--- src/rtl/cmp_arb_pkg.sv ---
// Shared types and constants for the compare arbiter slice.
package cmp_arb_pkg;

    typedef enum logic [1:0] {
        IDLE = 2'd0,
        CMP  = 2'd1,
        RSP  = 2'd2
    } cmp_arb_state_e;

    // XOR mask that maps two's-complement order onto unsigned order
    localparam logic [31:0] SIGN_FLIP = 32'h8000_0000;

endpackage

--- src/rtl/compare_32bit_u.sv ---
// Unsigned 32-bit magnitude comparator; exactly one output is high.
module compare_32bit_u (
    input  logic [31:0] a,
    input  logic [31:0] b,
    output logic        equal,
    output logic        alarger,
    output logic        blarger
);

    assign equal   = (a == b);
    assign alarger = (a > b);
    assign blarger = (a < b);

endmodule

--- src/rtl/rr_arbiter.sv ---
// Combinational round-robin picker: the lowest-offset valid request at or after ptr wins.
module rr_arbiter #(
    parameter int NREQ = 2,
    parameter int IDW  = 1
) (
    input  logic [NREQ-1:0] req,
    input  logic [IDW-1:0]  ptr,
    output logic [NREQ-1:0] gnt,
    output logic [IDW-1:0]  idx,
    output logic            any
);

    logic [NREQ-1:0]          rot_req;
    logic [NREQ-1:0][IDW-1:0] pos;

    // rot_req[k] is the request sitting k places after the pointer
    genvar gi;
    generate
        for (gi = 0; gi < NREQ; gi++) begin : g_rot
            logic [IDW:0] sum;
            assign sum = {1'b0, ptr} + (IDW+1)'(gi);
            assign pos[gi] = (sum >= (IDW+1)'(NREQ)) ? IDW'(sum - (IDW+1)'(NREQ)) : IDW'(sum);
            assign rot_req[gi] = req[pos[gi]];
        end
    endgenerate

    // Descending scan so the smallest offset is the one left standing
    always_comb begin
        gnt = '0;
        idx = '0;
        any = 1'b0;
        for (int k = NREQ - 1; k >= 0; k--) begin
            if (rot_req[k]) begin
                any          = 1'b1;
                idx          = pos[k];
                gnt          = '0;
                gnt[pos[k]]  = 1'b1;
            end
        end
    end

endmodule

--- src/rtl/compare_arbiter.sv ---
// Shares one unsigned comparator between NREQ requesters with round-robin grant
// and a registered single-entry response.
module compare_arbiter
    import cmp_arb_pkg::*;
#(
    parameter int NREQ = 2,
    parameter int IDW  = (NREQ > 1) ? $clog2(NREQ) : 1
) (
    input  logic                  clk_i,
    input  logic                  rst_i,
    input  logic [NREQ-1:0]       req_valid_i,
    output logic [NREQ-1:0]       req_ready_o,
    input  logic [NREQ-1:0][31:0] req_a_i,
    input  logic [NREQ-1:0][31:0] req_b_i,
    input  logic [NREQ-1:0]       req_signed_i,
    output logic                  rsp_valid_o,
    input  logic                  rsp_ready_i,
    output logic [IDW-1:0]        rsp_id_o,
    output logic                  rsp_equal_o,
    output logic                  rsp_alarger_o,
    output logic                  rsp_blarger_o,
    output logic                  busy_o
);

    cmp_arb_state_e state_reg, state_next;
    logic [IDW-1:0] ptr_reg;
    logic [31:0]    a_reg, b_reg;
    logic           signed_reg;
    logic [IDW-1:0] id_reg;
    logic           rsp_equal_reg, rsp_alarger_reg, rsp_blarger_reg;

    logic [NREQ-1:0] gnt;
    logic [IDW-1:0]  gnt_idx;
    logic            gnt_any;
    logic            accept;

    logic [31:0] cmp_a, cmp_b;
    logic        cmp_equal, cmp_alarger, cmp_blarger;

    rr_arbiter #(
        .NREQ (NREQ),
        .IDW  (IDW)
    ) u_rr (
        .req (req_valid_i),
        .ptr (ptr_reg),
        .gnt (gnt),
        .idx (gnt_idx),
        .any (gnt_any)
    );

    assign accept = (state_reg == IDLE) && gnt_any;

    always_comb begin
        state_next  = state_reg;
        req_ready_o = '0;
        case (state_reg)
            IDLE: begin
                req_ready_o = gnt;
                if (gnt_any) state_next = CMP;
            end
            CMP:  state_next = RSP;
            RSP:  if (rsp_ready_i) state_next = IDLE;
            default: state_next = IDLE;
        endcase
    end

    always_ff @(posedge clk_i) begin
        if (rst_i) state_reg <= IDLE;
        else       state_reg <= state_next;
    end

    // Signed compare reuses the unsigned comparator with bit 31 flipped on both sides
    assign cmp_a = signed_reg ? (a_reg ^ SIGN_FLIP) : a_reg;
    assign cmp_b = signed_reg ? (b_reg ^ SIGN_FLIP) : b_reg;

    compare_32bit_u u_cmp (
        .a       (cmp_a),
        .b       (cmp_b),
        .equal   (cmp_equal),
        .alarger (cmp_alarger),
        .blarger (cmp_blarger)
    );

    always_ff @(posedge clk_i) begin
        if (rst_i) begin
            ptr_reg         <= '0;
            a_reg           <= '0;
            b_reg           <= '0;
            signed_reg      <= 1'b0;
            id_reg          <= '0;
            rsp_equal_reg   <= 1'b0;
            rsp_alarger_reg <= 1'b0;
            rsp_blarger_reg <= 1'b0;
        end else begin
            if (accept) begin
                a_reg      <= req_a_i[gnt_idx];
                b_reg      <= req_b_i[gnt_idx];
                signed_reg <= req_signed_i[gnt_idx];
                id_reg     <= gnt_idx;
                ptr_reg    <= (gnt_idx == IDW'(NREQ - 1)) ? '0 : gnt_idx + IDW'(1);
            end
            if (state_reg == CMP) begin
                rsp_equal_reg   <= cmp_equal;
                rsp_alarger_reg <= cmp_alarger;
                rsp_blarger_reg <= cmp_blarger;
            end
        end
    end

    assign rsp_valid_o   = (state_reg == RSP);
    assign rsp_id_o      = id_reg;
    assign rsp_equal_o   = rsp_equal_reg;
    assign rsp_alarger_o = rsp_alarger_reg;
    assign rsp_blarger_o = rsp_blarger_reg;
    assign busy_o        = (state_reg != IDLE);

endmodule
--- config.mk ---
export PLATFORM = sky130hd
export DESIGN_NAME = compare_arbiter
export DESIGN_NICKNAME = d
export VERILOG_FILES = /design/src/rtl/cmp_arb_pkg.sv /design/src/rtl/compare_32bit_u.sv /design/src/rtl/rr_arbiter.sv /design/src/rtl/compare_arbiter.sv
export SDC_FILE = /design/constraint.sdc
export NUM_CORES = 1
export LEC_CHECK = 0
export ABC_CLOCK_PERIOD_IN_PS = 3650
export CORE_MARGIN = 4
export CORE_UTILIZATION = 48
export CTS_BUF_LIST = sky130_fd_sc_hd__clkbuf_4 sky130_fd_sc_hd__clkbuf_8
export CTS_CLUSTER_SIZE = 14
export DETAILED_ROUTE_END_ITERATION = 10
export GPL_TIMING_DRIVEN = 0
export MAX_ROUTING_LAYER = met4
export PLACE_DENSITY = 0.88
export SLEW_MARGIN = 10
export SYNTH_ARGS = -nofsm -noshare
export SYNTH_HDL_FRONTEND = slang
export SYNTH_SLANG_ARGS = --single-unit
--- constraint.sdc ---
create_clock -name clk_i -period 3.65 [get_ports clk_i]
set_input_delay 0.9125 -clock clk_i [delete_from_list [all_inputs] [get_ports clk_i]]
set_output_delay 0.9125 -clock clk_i [all_outputs]
set_load 0.1 [all_outputs]
==> flow_metrics.tcl <==
set metrics [dict create \
    status "complete, no violations" \
    hold_end "b_reg[26]$_SDFFE_PP0P_" \
    synth_edf_count 0 \
    hold_viol_final 0 \
    vias 3678 \
    grt_max_degree 13 \
    worstReg2RegStart "signed_reg$_SDFFE_PP0P_" \
    min_path_type "flop to flop" \
    hpwl_um 8530 \
    nets 689 \
    ff2ff_path_depth 6 \
    max-cap-violations 0 \
    cellLeakagePower_nw 2.09 \
    cts_tree "done" \
    ys_seq_area_frac 0.415 \
    p_clk_frac 0.326 \
    antenna_found_initial 0 \
    rows 30 \
    syn_nets 537 \
    drtIter0Drc 456 \
    fin_crit_ns 3.56 \
    r2r_slack_ns 1.64 \
    globalRouteTotalUtil 0.271 \
    netlist_instances 370 \
    netSwitchingFraction 0.302 \
    die_y_um 93.1 \
    numPortBuffers 141 \
    clk_pin_slew_worst_paths_ns 0.07 \
    synth_fa_ha_area_frac 0.115 \
    yosysTopAreaCell "dfxtp_1" \
    postRouteAntennaNets 0 \
    grt_pass1_vias 3665 \
    grt_overflow 0 \
    core_area_um2 6910 \
    syn_area_um2 3470 \
    setup_violations 0 \
    fin_hold_ws_ns 0.502 \
    critPathSlowestCell "clkdlybuf4s15_2" \
    clock_skew_ns 0.00728 \
    clkSinkCount 72 \
    cp.arrival_ns 2.65 \
    dp_slack_ns -0.493 \
    finalCritPeriodShare 0.975 \
    clockRootBuffer "clkbuf_8" \
    synth.distinct_cells 35 \
    setup_ws_ns 0.0910 \
    synth_xor_xnor_area_share 0.00504 \
    cts-htree-levels 3 \
    post_cts_buffers 0 \
    slowest_delay_ns 0.59 \
    fin_util 0.761 \
    synth_top_family_by_area "compound AO/OA/AOI/OAI gates" \
    clk_latency_ns 0.36 \
    synthSimpleGateAreaFrac 0.127 \
    criticalPathCategory "input port to output pin" \
    route.detailed.drc 0 \
    startpoint_type "input port" \
    grt_first_pass_wirelength_um 17700 \
    die_w_um 93.1 \
    synth_commonest_cells "72 x dfxtp_1, 72 x nor2_1, 65 x a222oi_1" \
    maxSlewViolCount 0 \
    synth_ff_type "dfxtp_1" \
    p_total_w 0.00243 \
    power_density_nw_per_um2 462 \
    rsz0062_at_grt "no" \
    seqPwrFrac 0.375 \
    syn_to_final_growth_pct 51.3 \
    p_sw_w 0.000732 \
    n_antenna_cell 0 \
    endpoint_kind "output pin" \
    yosys-mux-area-fraction 0 \
    drive_gt1_frac 0.0740 \
    peakVddDrop_uv 357 \
    combPwrFrac 0.299 \
    cts_buffer_depth 2 \
    wl_per_cell_um 18.4 \
    max_slew.worst_pin.slew_ns 1.04 \
    finalWirelength_um 11500 \
    cp_max_fo 10 \
    initial_core_util 0.503 \
    io_pins 143 \
    synth_compound_area_frac 0.252 \
    worstPathCellList "clkdlybuf4s50_1, inv_1, a211oi_4, buf_2, clkdlybuf4s15_2" \
    syn_area_per_cell_um2 9.39 \
    ys_top_cells_by_area "dfxtp_1 41%, a222oi_1 19%, ha_1 12%, nor2_1 7.8%, inv_1 3.8%" \
    avgViaCountPerCell 5.90 \
    async_flop_share 0 \
    first_pass_iters 7 \
    cts_hold_buf 0 \
    gp_congestion 0.856 \
    maxSlewHeadroom 0.302 \
    max_freq_mhz 281 \
    hold_start "b_reg[26]$_SDFFE_PP0P_" \
    cts_inserted_buffers 9 \
    internal_power_w 0.00169 \
    required_ns 2.74 \
    netlist.area_leader.share 0.415 \
    whs_path_depth 2 \
    dieArea_um2 8660 \
    timing.rr.end "rsp_alarger_o$_SDFFE_PP0N_" \
    ys_seq_elements 72 \
    ys_warn_count 0 \
]
[critical path, delay by kind of cell]
family	cells	cell delay, ns
compound gates	1	0.28
buf+inv	4	1.45
[worst max path at each step]
| stage | from | endpoint | slack (ns) |
|---|---|---|---|
| final | req_valid_i[0] | req_ready_o[0] | 0.09 |
| after global routing | req_valid_i[0] | req_ready_o[0] | 0.02 |
| after CTS | req_valid_i[1] | req_ready_o[1] | 0.08 |
| after detailed placement | req_valid_i[1] | req_ready_o[1] | -0.49 |
| after global placement | req_valid_i[1] | req_ready_o[1] | -0.45 |
| after floorplan | req_valid_i[0] | req_ready_o[1] | 1.00 |
[metal layers]
metal | wire, um | up-vias | GRT usage | part of all wire
met5 | 0 | - | - | 0
met3 | 967 | 27 | 0.0676 | 0.084
met2 | 5750 | 194 | 0.472 | 0.50
met4 | 301 | 0 | 0.0952 | 0.026
met1 | 4470 | 1724 | 0.301 | 0.39
li1 | - | 1733 | - | -
[layout by cell type, fill, tap and decap left out, drive strengths merged, types with 3 or more instances in the layout]
master / instances
ha: 32
nand4: 7
clkbuf: 23
nand2: 6
clkdlybuf4s50: 139
nor2b: 4
o21ai: 4
a21oi: 17
nor3: 5
buf: 18
a222oi: 65
bufinv: 3
nor2: 72
dfxtp: 72
nand3: 3
inv: 36
[power by group through the flow]
stage          Clock [W]  Combinational [W]  Sequential [W]
6_report        0.000790           0.000726        0.000910
5_1_grt         0.000827           0.000792        0.000917
4_1_cts         0.000797           0.000724        0.000909
3_5_place_dp           0           0.000713        0.000925
3_3_place_gp           0           0.000687        0.000923
2_1_floorplan          0           0.000408        0.000946
[through the flow]
| step | std cells | setup TNS, ns | cell area (um2) |
|---|---|---|---|
| 4_1_cts | 623 | 0 | 5260 |
| 3_5_place_dp | 607 | -0.975 | 5000 |
| 3_3_place_gp | 607 | -0.885 | 5000 |
| 5_1_grt | 623 | 0 | 5260 |
| 2_1_floorplan | 370 | 0 | 3470 |
| 6_report | 623 | 0 | 5260 |
[cell type report]
cell class                 count  area (um2)
buffer                        29         161
tap                           96         120
sequential                    72        1440
clock buffer                  11         151
inverter                      36         135
fill                         511        1650
multi-input combinational    233        1740
clock inverter                 5         103
timing repair buffer         141        1410
[cell families (layout without fill, tap and decap cells)]
family,after synthesis,count (layout)
AOI/OAI and AO/OA,99,99
xor gates and xnor gates,2,2
adders and majority gates,32,32
buffers and inverters,65,222
DFF,72,72
and+or+nand+nor,100,100
[repair_timing]
action                                 in CTS  in global routing
resized for setup                           6                  2
setup endpoints to repair                   2                  1
endpoints found under the hold margin       0                  0
Power figures use the tool's default switching activity.
